==> config.mk <==
export PLATFORM = sky130hd
export DESIGN_NAME = uart_cmd_ctrl_flat
export DESIGN_NICKNAME = d
export VERILOG_FILES = /design/src/rtl/uart_cmd_ctrl_if.sv /design/src/rtl/uart_cmd_ctrl.sv /design/src/flat_wrapper.sv
export SDC_FILE = /design/constraint.sdc
export NUM_CORES = 1
export LEC_CHECK = 0
export ABC_AREA = 1
export BUFFER_PORTS_ARGS = -buffer_cell sky130_fd_sc_hd__buf_4
export CORE_AREA = 2 2 110 112
export DETAILED_ROUTE_END_ITERATION = 10
export DIE_AREA = 0 0 112 114
export PLACE_DENSITY = 0.57
export SLEW_MARGIN = 20
export SYNTH_ARGS = -nofsm -noshare
export SYNTH_HDL_FRONTEND = slang
export SYNTH_SLANG_ARGS = --single-unit
==> constraint.sdc <==
create_clock -name clk -period 2.78 [get_ports clk]
set_clock_uncertainty 0.1 [all_clocks]
set_input_delay 0.417 -clock clk [delete_from_list [all_inputs] [get_ports clk]]
set_output_delay 0.417 -clock clk [all_outputs]
set_load 0.05 [all_outputs]
==> src/rtl/uart_cmd_ctrl_if.sv <==
// uart_cmd_ctrl_if
// Bundles every non-clock/reset signal of the command controller.
//   master : controller side (drives register-file, ALU and TX FIFO controls)
//   slave  : environment side (UART RX, register file, ALU, TX FIFO)
// Signals:
//   rx_p_data/rx_d_vld   received byte and its one-cycle strobe
//   rddata/rddata_vld    register-file read return
//   alu_out/out_vld      ALU result return
//   fifo_full            TX FIFO back-pressure
//   address/wr_data/wr_en/rd_en   register-file access
//   alu_fun/alu_en/clk_en        ALU control and clock-gate enable
//   tx_p_data/tx_d_vld           byte pushed to the TX FIFO
//   clk_div_en/busy/err_pulse    status
interface uart_cmd_ctrl_if #(
  parameter int FRAME_W = 8,
  parameter int ALU_W   = 16,
  parameter int FUN_W   = 4,
  parameter int ADDR_W  = 4
);
  logic [FRAME_W-1:0] rx_p_data;
  logic               rx_d_vld;
  logic [FRAME_W-1:0] rddata;
  logic               rddata_vld;
  logic [ALU_W-1:0]   alu_out;
  logic               out_vld;
  logic               fifo_full;
  logic [ADDR_W-1:0]  address;
  logic [FRAME_W-1:0] wr_data;
  logic               wr_en;
  logic               rd_en;
  logic [FUN_W-1:0]   alu_fun;
  logic               alu_en;
  logic               clk_en;
  logic [FRAME_W-1:0] tx_p_data;
  logic               tx_d_vld;
  logic               clk_div_en;
  logic               busy;
  logic               err_pulse;

  modport master (
    input  rx_p_data, rx_d_vld, rddata, rddata_vld, alu_out, out_vld, fifo_full,
    output address, wr_data, wr_en, rd_en, alu_fun, alu_en, clk_en,
           tx_p_data, tx_d_vld, clk_div_en, busy, err_pulse
  );

  modport slave (
    output rx_p_data, rx_d_vld, rddata, rddata_vld, alu_out, out_vld, fifo_full,
    input  address, wr_data, wr_en, rd_en, alu_fun, alu_en, clk_en,
           tx_p_data, tx_d_vld, clk_div_en, busy, err_pulse
  );
endinterface

==> src/rtl/uart_cmd_ctrl.sv <==
// uart_cmd_ctrl
// Parses UART command frames into register-file writes/reads and ALU runs,
// and serialises results (LSB byte first) into the TX FIFO.
// Ports:
//   clk  system clock
//   rst  synchronous active-low reset
//   bus  uart_cmd_ctrl_if.master, all data/control signals
//
// state    | meaning
// ---------+-------------------------------------------------
// IDLE     | waiting for an opcode byte
// GET_ADDR | AA/BB: waiting for the register address
// GET_DATA | AA: waiting for the write data
// GET_OPA  | CC: waiting for operand A (written to reg 0)
// GET_OPB  | CC: waiting for operand B (written to reg 1)
// GET_FUN  | CC/DD: waiting for the ALU function byte
// WAIT_RD  | waiting for register read data
// WAIT_ALU | waiting for the ALU result
// SEND     | pushing the result bytes to the TX FIFO
module uart_cmd_ctrl #(
  parameter int FRAME_W = 8,
  parameter int ALU_W   = 16,
  parameter int FUN_W   = 4,
  parameter int ADDR_W  = 4,
  parameter int TIMEOUT = 1023
) (
  input  logic            clk,
  input  logic            rst,
  uart_cmd_ctrl_if.master bus
);
  localparam int NBYTES = ALU_W / FRAME_W;
  localparam int CNT_W  = $clog2(NBYTES + 1);
  localparam int TO_W   = $clog2(TIMEOUT);

  localparam logic [FRAME_W-1:0] OP_WR   = FRAME_W'(8'hAA);
  localparam logic [FRAME_W-1:0] OP_RD   = FRAME_W'(8'hBB);
  localparam logic [FRAME_W-1:0] OP_ALU  = FRAME_W'(8'hCC);
  localparam logic [FRAME_W-1:0] OP_ALUN = FRAME_W'(8'hDD);
  localparam logic [FRAME_W-1:0] OP_STAT = FRAME_W'(8'hEE);

  typedef enum logic [3:0] {
    IDLE, GET_ADDR, GET_DATA, GET_OPA, GET_OPB, GET_FUN, WAIT_RD, WAIT_ALU, SEND
  } state_t;

  state_t             state_q, state_d;
  logic               rd_cmd_q, rd_cmd_d;
  logic [ADDR_W-1:0]  addr_q, addr_d;
  logic [FRAME_W-1:0] wr_data_q, wr_data_d;
  logic               wr_en_q, wr_en_d, rd_en_q, rd_en_d;
  logic [FUN_W-1:0]   fun_q, fun_d;
  logic               alu_en_q, alu_en_d, clk_en_q, clk_en_d;
  logic [FRAME_W-1:0] tx_data_q, tx_data_d;
  logic               tx_vld_q, tx_vld_d;
  logic               div_en_q, busy_q, busy_d, err_q, err_d;
  logic [FRAME_W-1:0] err_cnt_q, err_cnt_d;
  logic [TO_W-1:0]    to_q, to_d;
  logic [ALU_W-1:0]   buf_q, buf_d;
  logic [CNT_W-1:0]   cnt_q, cnt_d;
  logic               inc_err, clr_err, accepted, waiting;

  always_ff @(posedge clk) begin
    if (!rst) begin
      state_q   <= IDLE;
      rd_cmd_q  <= 1'b0;
      addr_q    <= '0;
      wr_data_q <= '0;
      wr_en_q   <= 1'b0;
      rd_en_q   <= 1'b0;
      fun_q     <= '0;
      alu_en_q  <= 1'b0;
      clk_en_q  <= 1'b0;
      tx_data_q <= '0;
      tx_vld_q  <= 1'b0;
      div_en_q  <= 1'b0;
      busy_q    <= 1'b0;
      err_q     <= 1'b0;
      err_cnt_q <= '0;
      to_q      <= '0;
      buf_q     <= '0;
      cnt_q     <= '0;
    end else begin
      state_q   <= state_d;
      rd_cmd_q  <= rd_cmd_d;
      addr_q    <= addr_d;
      wr_data_q <= wr_data_d;
      wr_en_q   <= wr_en_d;
      rd_en_q   <= rd_en_d;
      fun_q     <= fun_d;
      alu_en_q  <= alu_en_d;
      clk_en_q  <= clk_en_d;
      tx_data_q <= tx_data_d;
      tx_vld_q  <= tx_vld_d;
      div_en_q  <= 1'b1;
      busy_q    <= busy_d;
      err_q     <= err_d;
      err_cnt_q <= err_cnt_d;
      to_q      <= to_d;
      buf_q     <= buf_d;
      cnt_q     <= cnt_d;
    end
  end

  always_comb begin
    state_d   = state_q;
    rd_cmd_d  = rd_cmd_q;
    addr_d    = addr_q;
    wr_data_d = wr_data_q;
    wr_en_d   = 1'b0;
    rd_en_d   = 1'b0;
    fun_d     = fun_q;
    alu_en_d  = 1'b0;
    tx_data_d = tx_data_q;
    tx_vld_d  = 1'b0;
    buf_d     = buf_q;
    cnt_d     = cnt_q;
    inc_err   = 1'b0;
    clr_err   = 1'b0;
    accepted  = 1'b0;
    waiting   = (state_q != IDLE) && (state_q != SEND);

    case (state_q)
      IDLE: if (bus.rx_d_vld) begin
        case (bus.rx_p_data)
          OP_WR:   begin rd_cmd_d = 1'b0; state_d = GET_ADDR; end
          OP_RD:   begin rd_cmd_d = 1'b1; state_d = GET_ADDR; end
          OP_ALU:  state_d = GET_OPA;
          OP_ALUN: state_d = GET_FUN;
          OP_STAT: begin
            buf_d   = ALU_W'(err_cnt_q);
            cnt_d   = CNT_W'(1);
            clr_err = 1'b1;
            state_d = SEND;
          end
          default: inc_err = 1'b1;
        endcase
      end
      GET_ADDR: if (bus.rx_d_vld) begin
        accepted = 1'b1;
        addr_d   = bus.rx_p_data[ADDR_W-1:0];
        if (rd_cmd_q) begin
          rd_en_d = 1'b1;
          state_d = WAIT_RD;
        end else begin
          state_d = GET_DATA;
        end
      end
      GET_DATA: if (bus.rx_d_vld) begin
        accepted  = 1'b1;
        wr_data_d = bus.rx_p_data;
        wr_en_d   = 1'b1;
        state_d   = IDLE;
      end
      GET_OPA: if (bus.rx_d_vld) begin
        accepted  = 1'b1;
        addr_d    = ADDR_W'(0);
        wr_data_d = bus.rx_p_data;
        wr_en_d   = 1'b1;
        state_d   = GET_OPB;
      end
      GET_OPB: if (bus.rx_d_vld) begin
        accepted  = 1'b1;
        addr_d    = ADDR_W'(1);
        wr_data_d = bus.rx_p_data;
        wr_en_d   = 1'b1;
        state_d   = GET_FUN;
      end
      GET_FUN: if (bus.rx_d_vld) begin
        accepted = 1'b1;
        fun_d    = bus.rx_p_data[FUN_W-1:0];
        alu_en_d = 1'b1;
        state_d  = WAIT_ALU;
      end
      WAIT_RD: begin
        inc_err = bus.rx_d_vld;
        if (bus.rddata_vld) begin
          accepted = 1'b1;
          buf_d    = ALU_W'(bus.rddata);
          cnt_d    = CNT_W'(1);
          state_d  = SEND;
        end
      end
      WAIT_ALU: begin
        inc_err = bus.rx_d_vld;
        if (bus.out_vld) begin
          accepted = 1'b1;
          buf_d    = bus.alu_out;
          cnt_d    = CNT_W'(NBYTES);
          state_d  = SEND;
        end
      end
      SEND: begin
        inc_err = bus.rx_d_vld;
        if (!bus.fifo_full) begin
          tx_data_d = buf_q[FRAME_W-1:0];
          tx_vld_d  = 1'b1;
          buf_d     = buf_q >> FRAME_W;
          cnt_d     = cnt_q - 1'b1;
          if (cnt_q == CNT_W'(1)) state_d = IDLE;
        end
      end
      default: state_d = IDLE;
    endcase

    // Idle-cycle watchdog; an abort never coincides with an accepted
    // byte, so no strobe has been scheduled when it fires.
    to_d = '0;
    if (waiting && !accepted) begin
      if (to_q == TO_W'(TIMEOUT - 1)) begin
        state_d = IDLE;
        inc_err = 1'b1;
      end else begin
        to_d = to_q + 1'b1;
      end
    end

    err_d = inc_err;
    if (clr_err)
      err_cnt_d = '0;
    else if (inc_err && (err_cnt_q != '1))
      err_cnt_d = err_cnt_q + 1'b1;
    else
      err_cnt_d = err_cnt_q;

    clk_en_d = (state_d == GET_FUN) || (state_d == WAIT_ALU);
    busy_d   = (state_d != IDLE);
  end

  assign bus.address    = addr_q;
  assign bus.wr_data    = wr_data_q;
  assign bus.wr_en      = wr_en_q;
  assign bus.rd_en      = rd_en_q;
  assign bus.alu_fun    = fun_q;
  assign bus.alu_en     = alu_en_q;
  assign bus.clk_en     = clk_en_q;
  assign bus.tx_p_data  = tx_data_q;
  assign bus.tx_d_vld   = tx_vld_q;
  assign bus.clk_div_en = div_en_q;
  assign bus.busy       = busy_q;
  assign bus.err_pulse  = err_q;
endmodule

==> src/flat_wrapper.sv <==
// flat-port wrapper written by rule: the top's interface ports become plain ports
module uart_cmd_ctrl_flat 
#(
  parameter int FRAME_W = 8,
  parameter int ALU_W   = 16,
  parameter int FUN_W   = 4,
  parameter int ADDR_W  = 4,
  parameter int TIMEOUT = 1023
)
  (clk, rst, bus_rx_p_data, bus_rx_d_vld, bus_rddata, bus_rddata_vld, bus_alu_out, bus_out_vld, bus_fifo_full, bus_address, bus_wr_data, bus_wr_en, bus_rd_en, bus_alu_fun, bus_alu_en, bus_clk_en, bus_tx_p_data, bus_tx_d_vld, bus_clk_div_en, bus_busy, bus_err_pulse);
  uart_cmd_ctrl_if #(.FRAME_W(FRAME_W), .ALU_W(ALU_W), .FUN_W(FUN_W), .ADDR_W(ADDR_W)) bus_i ();
  input  logic clk;
  input  logic rst;
  input wire logic [$bits(bus_i.rx_p_data)-1:0] bus_rx_p_data;
  input wire logic [$bits(bus_i.rx_d_vld)-1:0] bus_rx_d_vld;
  input wire logic [$bits(bus_i.rddata)-1:0] bus_rddata;
  input wire logic [$bits(bus_i.rddata_vld)-1:0] bus_rddata_vld;
  input wire logic [$bits(bus_i.alu_out)-1:0] bus_alu_out;
  input wire logic [$bits(bus_i.out_vld)-1:0] bus_out_vld;
  input wire logic [$bits(bus_i.fifo_full)-1:0] bus_fifo_full;
  output wire logic [$bits(bus_i.address)-1:0] bus_address;
  output wire logic [$bits(bus_i.wr_data)-1:0] bus_wr_data;
  output wire logic [$bits(bus_i.wr_en)-1:0] bus_wr_en;
  output wire logic [$bits(bus_i.rd_en)-1:0] bus_rd_en;
  output wire logic [$bits(bus_i.alu_fun)-1:0] bus_alu_fun;
  output wire logic [$bits(bus_i.alu_en)-1:0] bus_alu_en;
  output wire logic [$bits(bus_i.clk_en)-1:0] bus_clk_en;
  output wire logic [$bits(bus_i.tx_p_data)-1:0] bus_tx_p_data;
  output wire logic [$bits(bus_i.tx_d_vld)-1:0] bus_tx_d_vld;
  output wire logic [$bits(bus_i.clk_div_en)-1:0] bus_clk_div_en;
  output wire logic [$bits(bus_i.busy)-1:0] bus_busy;
  output wire logic [$bits(bus_i.err_pulse)-1:0] bus_err_pulse;
  assign bus_i.rx_p_data = bus_rx_p_data;
  assign bus_i.rx_d_vld = bus_rx_d_vld;
  assign bus_i.rddata = bus_rddata;
  assign bus_i.rddata_vld = bus_rddata_vld;
  assign bus_i.alu_out = bus_alu_out;
  assign bus_i.out_vld = bus_out_vld;
  assign bus_i.fifo_full = bus_fifo_full;
  assign bus_address = bus_i.address;
  assign bus_wr_data = bus_i.wr_data;
  assign bus_wr_en = bus_i.wr_en;
  assign bus_rd_en = bus_i.rd_en;
  assign bus_alu_fun = bus_i.alu_fun;
  assign bus_alu_en = bus_i.alu_en;
  assign bus_clk_en = bus_i.clk_en;
  assign bus_tx_p_data = bus_i.tx_p_data;
  assign bus_tx_d_vld = bus_i.tx_d_vld;
  assign bus_clk_div_en = bus_i.clk_div_en;
  assign bus_busy = bus_i.busy;
  assign bus_err_pulse = bus_i.err_pulse;
  uart_cmd_ctrl #(.FRAME_W(FRAME_W), .ALU_W(ALU_W), .FUN_W(FUN_W), .ADDR_W(ADDR_W), .TIMEOUT(TIMEOUT)) u_core (.clk(clk), .rst(rst), .bus(bus_i));
endmodule
==> reports/summary.json, run 1 <==
{
  "clock_network": {
    "cts_buffer_depth": 2,
    "clk_pin_slew_ns": 0.06,
    "cts.hold.buffers_added": 0,
    "cts_buffers": 9,
    "post-cts-setup-buffers": 0,
    "clock_insertion_delay_worst_skew_ns": 0.33,
    "postCtsResizedCells": 0,
    "htreeDepth": 3,
    "cts.sinks": 73,
    "tritoncts": "built",
    "ctsRootBufferMaster": "clkbuf_16"
  },
  "final_layout": {
    "fin_area_um2": 4430,
    "num-nets-final": 578,
    "nFillCells": 1232,
    "num_antenna_cells": 0,
    "syn_to_final_growth_pct": 26.6,
    "post_route_cells_drive_above_1_share": 0.261,
    "most_used_cells_in_the_layout_excluding_fill_and_tap_cells": "nand2_1, dfxtp_1, buf_4",
    "layout.cells.most_common": "nand2_1",
    "post_layout_nonfiller_instances": 688
  },
  "sta": {
    "finalMaxSlewViolations": 0,
    "timing.slew.headroom": 0.603,
    "finalHoldWorstSlack_ns": 0.243,
    "timing.setup.tns_ns": 0,
    "unrepaired_setup_endpoints_after_global_routing": "no",
    "layout_min_cycle_time_ns": 1.95,
    "tightest_slew_ns": 0.594,
    "finalHoldViolations": 0,
    "setup_violations": 0,
    "max_fclk_mhz": 512,
    "min_period_over_period": 0.703
  },
  "critical_path": {
    "critPathCaptureType": "flop",
    "regToRegStartpoint": "u_core.state_q[3]",
    "worstSetupStartpoint": "u_core.state_q[3]",
    "reg2reg_setup_slack_ns": 0.83,
    "arrival_time_reported_for_the_critical_path_endpoint_ns": 2.07,
    "r2r.worst_path.cells": 9,
    "crit_type": "reg -> reg",
    "worstSetupStartpointType": "flop",
    "required_ns": 2.90,
    "cp_max_fo": 15,
    "r2r_end": "u_core.buf_q[2]"
  },
  "yosys": {
    "synth_cell_type_count": 39,
    "dominantRegCellSynth": "dfxtp_1",
    "yosys_register_bits": 73,
    "synthesis.area_per_instance_um2": 7.49,
    "yosys_warnings": 0,
    "synth.yosys.seq_area_share": 0.417,
    "netlist_instances": 468,
    "synth-async-reset-ratio": 0,
    "synth-edff-count": 0,
    "netlist_area_um2": 3500,
    "synth_fp_nets": 510
  },
  "detailed_routing": {
    "detailedRoute.firstPassIterationCount": 4,
    "vias": 3208,
    "detail-route-antenna-nets": 0,
    "drt_first_iter_violations": 218,
    "route.detailed.vias_per_inst": 4.66,
    "routed_wirelength_um": 8900,
    "routed_wire_length_per_instance_um": 12.9,
    "drcViolationCount": 0
  },
  "power_and_ir_drop": {
    "p_seq_frac": 0.436,
    "combPwrFrac": 0.090,
    "power_spent_charging_and_discharging_nets_mw": 0.611,
    "power-per-cell-area_nw_per_um2": 559,
    "p_sw_frac": 0.247,
    "clkPwrFrac": 0.474,
    "internal-power_mw": 1.87,
    "ir_drop_mv": 0.311,
    "static-leakage-power_nw": 1.81,
    "p_total_mw": 2.48
  },
  "placement": {
    "post-dp-hpwl_um": 6560,
    "postPlaceCellArea_um2": 4130,
    "buffer_ports.inserted": 69,
    "dpl.cell_count": 672,
    "gp_congestion": 0.857
  },
  "die": {
    "fp.dieArea_um2": 12800,
    "starting_utilization_of_the_core_area": 0.299,
    "io-pin-count": 70,
    "dieHeight_um": 114,
    "floorplan.rows": 40,
    "core_um2": 11700,
    "die_w_um": 112
  },
  "grt": {
    "grt_max_degree": 28,
    "grt_pass1_vias": 2919,
    "grt.overflow.total": 0,
    "grt_use_total": 0.141,
    "antenna_found_initial": 0,
    "grt_pass1_wl_um": 14600
  },
  "min_path": {
    "min-delay-start": "bus_alu_out[12]",
    "hold_end": "u_core.buf_q[12]",
    "min_delay_path_depth": 3,
    "worstHoldPathType": "in -> reg"
  },
  "job": {
    "timing.max_cap.violations": 0
  },
  "outcome": {
    "outcome": "completed"
  }
}
-- worst max-delay path by stage --
stage                       to  slack (ns)  cells past startpoint
4_1_cts        u_core.buf_q[2]        0.81                      9
2_1_floorplan  u_core.buf_q[4]        1.15                     11
3_3_place_gp   u_core.buf_q[3]        0.84                     12
6_report       u_core.buf_q[2]        0.83                      9
5_1_grt        u_core.buf_q[2]        0.64                      9
3_5_place_dp   u_core.buf_q[2]        0.81                      9
-- Yosys cell counts, drive strengths merged (2+ instances only) --
cell type  count  share of area
nor3           5         0.0071
nand2        119           0.14
xnor2          3         0.0075
buf            8          0.019
clkbuf         6         0.0064
xor2           8          0.020
dfxtp         73           0.42
o2111ai        2         0.0068
o21ai         30          0.051
inv           37          0.041
nor3b          2         0.0057
ha             4          0.014
or2            4         0.0071
nor2          49          0.060
nand3         46          0.082
nand4          7          0.012
a21oi         61          0.098
-- final cells by class --
cell class / count / area, um2 / share of cell area
clock inverters: 6 / 65.1 / 0.0147
inverters: 38 / 148 / 0.0333
clock buffers: 10 / 239 / 0.0539
flip-flops and latches: 73 / 1460 / 0.330
well taps: 147 / 184 / 0.0415
repair buffers: 71 / 533 / 0.120
multi-input cells: 343 / 1800 / 0.407
-- through the flow --
stage | worst slack (ns) | utilization
after global routing | 0.638 | 0.379
after CTS | 0.807 | 0.379
final | 0.825 | 0.379
after global placement | 0.840 | 0.353
after detailed placement | 0.812 | 0.353
after floorplan | 1.15 | -
-- flip-flops by register name, indices dropped and copies added, names as in the netlist, 2 cells and up --
signal / cells
u_core.buf_q: 16
u_core.bus.address: 4
u_core.bus.alu_fun: 4
u_core.bus.tx_p_data: 8
u_core.bus.wr_data: 8
u_core.cnt_q: 2
u_core.err_cnt_q: 8
u_core.state_q: 4
u_core.to_q: 10
-- metal layers --
metal  share of wire  GRT usage  up-vias  wire (um)
li1                -          -     1677          -
met1            0.50      0.207     1435       4450
met2            0.43      0.202       87       3830
met3           0.054     0.0282        9        483
met4           0.015     0.0545        0        133
met5               0          0        -          0
-- cell families (layout without fill, tap and decap cells) --
| kind of cell | Yosys count | in the layout | synth area share |
|---|---|---|---|
| simple gates | 232 | 232 | 0.311 |
| buf+inv | 52 | 125 | 0.0679 |
| flops | 73 | 73 | 0.417 |
| xor+xnor | 11 | 11 | 0.0275 |
| fa+ha+maj | 4 | 4 | 0.0143 |
| compound gates | 96 | 96 | 0.162 |
-- power by group through the flow --
stage / Sequential (mW) / Combinational [mW] / Clock [mW]
floorplan: 1.14 / 0.0931 / 0
global placement: 1.10 / 0.225 / 0
detailed placement: 1.10 / 0.225 / 0
CTS: 1.08 / 0.225 / 1.19
global route: 1.08 / 0.246 / 1.24
finish: 1.08 / 0.224 / 1.17
-- worst max-delay path: stages (launching register included) --
cell      delay (ns)
dfxtp_1         0.46
nor2_4          0.10
nand2_2         0.10
clkinv_1        0.45
nand2_1         0.19
nand3_1         0.13
a21oi_1         0.14
nand2_1         0.08
o21ai_2         0.06
nor2_1          0.04
Note: power is estimated with default switching activity, not from simulation.
==> run 2, diff against run 1 <==
==> constraint.sdc (replaced) <==
create_clock -name clk -period 1.8 [get_ports clk]
set_clock_uncertainty 0.1 [all_clocks]
set_input_delay 0.27 -clock clk [delete_from_list [all_inputs] [get_ports clk]]
set_output_delay 0.27 -clock clk [all_outputs]
set_load 0.05 [all_outputs]
==> run 2 against run 1 <==
Effect of this change:
- core utilization increased by 3.6 points
- clock power increased by 69%
- largest power group unchanged
- largest cell class unchanged
- total power increased by 63%
- setup slack got worse by 0.78 ns
- worst hold slack got worse by 0.15 ns
- sequential power increased by 55%
- critical path depth increased by 1
- final area increased by 9.6%
- fmax increased by 11%
==> reports/summary.json, run 2 (synthesis results as in run 1) <==
{
  "outcome": {
    "outcome": {"value": "completed", "change": "unchanged"}
  },
  "grt": {
    "grt.overflow.total": {"value": 0, "change": "unchanged"},
    "grt_max_degree": {"value": 26, "change": "was 28"},
    "met3_usage": {"value": 0.0255, "change": "was 0.0282"},
    "grt_use_total": {"value": 0.152, "change": "was 0.141"},
    "globalRouteMet2Util": {"value": 0.245, "change": "was 0.202"},
    "grt_pass1_vias": {"value": 3209, "change": "was 2,919"},
    "antenna_found_initial": {"value": 0, "change": "unchanged"},
    "grt_pass1_wl": {"value": 15700, "unit": "um", "change": "was 14,600 um"},
    "grt_busiest_layer": {"value": "met2", "change": "was met1"},
    "gr-usage-met1": {"value": 0.201, "change": "was 0.207"}
  },
  "die": {
    "core": {"value": 11700, "unit": "um2", "change": "unchanged"},
    "floorplan.rows": {"value": 40, "change": "unchanged"},
    "starting_utilization_of_the_core_area": {"value": 0.299, "change": "unchanged"},
    "fp.dieArea": {"value": 12800, "unit": "um2", "change": "unchanged"},
    "io-pin-count": {"value": 70, "change": "unchanged"},
    "dieHeight": {"value": 114, "unit": "um", "change": "unchanged"},
    "die_w": {"value": 112, "unit": "um", "change": "unchanged"}
  },
  "critical_path": {
    "required": {"value": 1.93, "unit": "ns", "change": "was 2.90 ns"},
    "timing.critical_path.slowest_stage_cell": {"value": "dfxtp_4", "change": "was dfxtp_1"},
    "reg2reg_setup_slack": {"value": 0.05, "unit": "ns", "change": "was 0.83 ns"},
    "crit_type": {"value": "reg -> reg", "change": "unchanged"},
    "path_delay_family": {"value": "compound AO/OA/AOI/OAI gates", "change": "was simple AND/OR/NAND/NOR gates"},
    "critical_path_cell_count": {"value": 10, "change": "was 9"},
    "critPathCaptureType": {"value": "flop", "change": "unchanged"},
    "crit_buf_inv": {"value": 4, "change": "was 1"},
    "cp_max_fo": {"value": 8, "change": "was 15"},
    "r2r_end": {"value": "u_core.buf_q[2]", "change": "unchanged"},
    "crit_chain": {"value": "inv_4 > nor2_4 > inv_2 > o21ai_4 > inv_2 > buf_4 > a21oi_2 > nand2_4 > o21ai_4 > nor2_2", "change": "was nor2_4 > nand2_2 > clkinv_1 > nand2_1 > nand3_1 > a21oi_1 > nand2_1 > o21ai_2 > nor2_1"},
    "worst_path_largest_cell_delay": {"value": 0.38, "unit": "ns", "change": "was 0.46 ns"},
    "r2r.worst_path.cells": {"value": 10, "change": "was 9"},
    "arrival_time_reported_for_the_critical_path_endpoint": {"value": 1.89, "unit": "ns", "change": "was 2.07 ns"},
    "regToRegStartpoint": {"value": "u_core.state_q[2]", "change": "was u_core.state_q[3]"},
    "worstSetupStartpointType": {"value": "flop", "change": "unchanged"}
  },
  "detailed_routing": {
    "detail-route-antenna-nets": {"value": 0, "change": "unchanged"},
    "routed_wirelength": {"value": 9940, "unit": "um", "change": "was 8900 um"},
    "detailedRoute.firstPassIterationCount": {"value": 4, "change": "unchanged"},
    "drcViolationCount": {"value": 0, "change": "unchanged"},
    "vias": {"value": 3447, "change": "was 3,208"},
    "drt_first_iter_violations": {"value": 185, "change": "was 218"},
    "route.detailed.vias_per_inst": {"value": 4.82, "change": "was 4.66"},
    "routed_wire_length_per_instance": {"value": 13.9, "unit": "um", "change": "was 12.9 um"}
  },
  "min_path": {
    "min_delay_path_depth": {"value": 3, "change": "unchanged"},
    "hold_end": {"value": "u_core.buf_q[11]", "change": "was u_core.buf_q[12]"},
    "min-delay-start": {"value": "bus_alu_out[11]", "change": "was bus_alu_out[12]"},
    "worstHoldPathType": {"value": "in -> reg", "change": "unchanged"}
  },
  "placement": {
    "buffer_ports.inserted": {"value": 69, "change": "unchanged"},
    "gp_congestion": {"value": 0.899, "change": "was 0.857"},
    "post-dp-hpwl": {"value": 7050, "unit": "um", "change": "was 6560 um"}
  },
  "final_layout": {
    "flip_flop_count_of_the_largest_register_after_layout": {"value": 16, "change": "unchanged"},
    "post_route_cells_drive_above_1_share": {"value": 0.357, "change": "was 0.261"},
    "syn_to_final_growth": {"value": 38.7, "unit": "%", "change": "was 26.6%"},
    "most_used_cells_in_the_layout_excluding_fill_and_tap_cells": {"value": "nand2_1, buf_4, dfxtp_1", "change": "was nand2_1, dfxtp_1, buf_4"},
    "layout.cells.most_common": {"value": "nand2_1", "change": "unchanged"},
    "nFillCells": {"value": 1196, "change": "was 1,232"},
    "multi_input_combinational_cell_area": {"value": 1940, "unit": "um2", "change": "was 1800 um2"},
    "seqCellArea": {"value": 1470, "unit": "um2", "change": "was 1460 um2"},
    "num-nets-final": {"value": 605, "change": "was 578"},
    "num_antenna_cells": {"value": 0, "change": "unchanged"},
    "largest_reg_by_ff_count": {"value": "u_core.buf_q", "change": "unchanged"},
    "layout_top_registers": {"value": "u_core.buf_q x16, u_core.to_q x10", "change": "unchanged"}
  },
  "job": {
    "timing.max_cap.violations": {"value": 0, "change": "unchanged"}
  },
  "clock_network": {
    "ctsRootBufferMaster": {"value": "clkbuf_16", "change": "unchanged"},
    "htreeDepth": {"value": 3, "change": "unchanged"},
    "clock_insertion_delay_worst_skew": {"value": 0.34, "unit": "ns", "change": "was 0.33 ns"},
    "cts_buffer_depth": {"value": 2, "change": "unchanged"},
    "cts.sinks": {"value": 73, "change": "unchanged"},
    "cts.hold.buffers_added": {"value": 0, "change": "unchanged"},
    "cts_buffers": {"value": 9, "change": "unchanged"},
    "tritoncts": {"value": "built", "change": "unchanged"},
    "clk_pin_slew": {"value": 0.06, "unit": "ns", "change": "about the same"}
  },
  "sta": {
    "finalHoldWorstSlack": {"value": 0.0943, "unit": "ns", "change": "was 0.243 ns"},
    "setup_violations": {"value": 0, "change": "unchanged"},
    "unrepaired_setup_endpoints_after_global_routing": {"value": "yes", "change": "was no"},
    "finalHoldViolations": {"value": 0, "change": "unchanged"},
    "layout_min_cycle_time": {"value": 1.75, "unit": "ns", "change": "was 1.95 ns"},
    "min_period_over_period": {"value": 0.974, "change": "was 0.703"},
    "timing.setup.tns": {"value": 0, "unit": "ns", "change": "unchanged"},
    "max_fclk": {"value": 570, "unit": "MHz", "change": "was 512 MHz"},
    "finalMaxSlewViolations": {"value": 0, "change": "unchanged"},
    "tightest_slew": {"value": 0.475, "unit": "ns", "change": "was 0.594 ns"},
    "timing.slew.headroom": {"value": 0.683, "change": "was 0.603"}
  },
  "power_and_ir_drop": {
    "static-leakage-power": {"value": 2.00, "unit": "nW", "change": "was 1.81 nW"},
    "power-per-cell-area": {"value": 830, "unit": "nW/um2", "change": "was 559 nW/um2"},
    "ir_drop": {"value": 0.329, "unit": "mV", "change": "was 0.311 mV"},
    "p_total": {"value": 4.04, "unit": "mW", "change": "was 2.48 mW"}
  }
}
run 2: cell count changes in the layout (fill, tap and decap cells not counted), sizes merged:
cell	previous run	this run
bufinv	1	2
clkinvlp	1	3
buf	71	95
clkbuf	10	12
inv	38	36
run 2: report_power, final:
part / internal, mW / switching, mW / total, mW
sequential: 1.64 / 0.0240 / 1.67
clock: 1.28 / 0.696 / 1.98
combinational: 0.148 / 0.240 / 0.388
run 2: final cells by class:
| cell class | count | area share |
|---|---|---|
| flip-flops and latches | 73 | 0.303 |
| clock buffers | 11 | 0.0520 |
| repair inverters | 2 | 0.00360 |
| repair buffers | 96 | 0.153 |
| multi-input cells | 343 | 0.399 |
| clock inverters | 5 | 0.0160 |
| inverters | 38 | 0.0355 |
| well taps | 147 | 0.0378 |
run 2: tightest hold or removal path: stages:
cell and delay (ns):
buf_4 0.11, nand3_2 0.06, a21oi_2 0.05
run 2: per-stage QoR:
stage                     cell area [um2]  std cells   util  setup WS (ns)
final                                4860        715  0.415         0.0461
after global routing                 4860        715  0.415        -0.0372
after CTS                            4580        704  0.391         0.0139
after detailed placement             4250        688  0.363         0.0290
after global placement               4250        688  0.363         0.0287
after floorplan                      3500        468      -          0.173
run 2: repair_timing:
item | 4_1_cts | 5_1_grt
pin swaps | 0 | 20
setup buffers | 0 | 8
setup endpoints to repair | 1 | 51
gates cloned | 0 | 3
resized for setup | 1 | 56
run 2: how the worst max path moves through the flow:
stage | from | to | slack, ns
2_1_floorplan | u_core.state_q[0] | u_core.buf_q[4] | 0.17
3_3_place_gp | u_core.state_q[0] | u_core.buf_q[10] | 0.03
3_5_place_dp | u_core.state_q[0] | u_core.buf_q[11] | 0.03
4_1_cts | u_core.err_cnt_q[1] | u_core.err_cnt_q[3] | 0.01
5_1_grt | u_core.state_q[2] | u_core.buf_q[10] | -0.04
6_report | u_core.state_q[2] | u_core.buf_q[2] | 0.05
run 2: routing by layer:
metal  share of wire  vias up
met5               0        -
met4           0.018        0
met3           0.041       12
met2            0.47       93
met1            0.47     1601
li1                -     1741
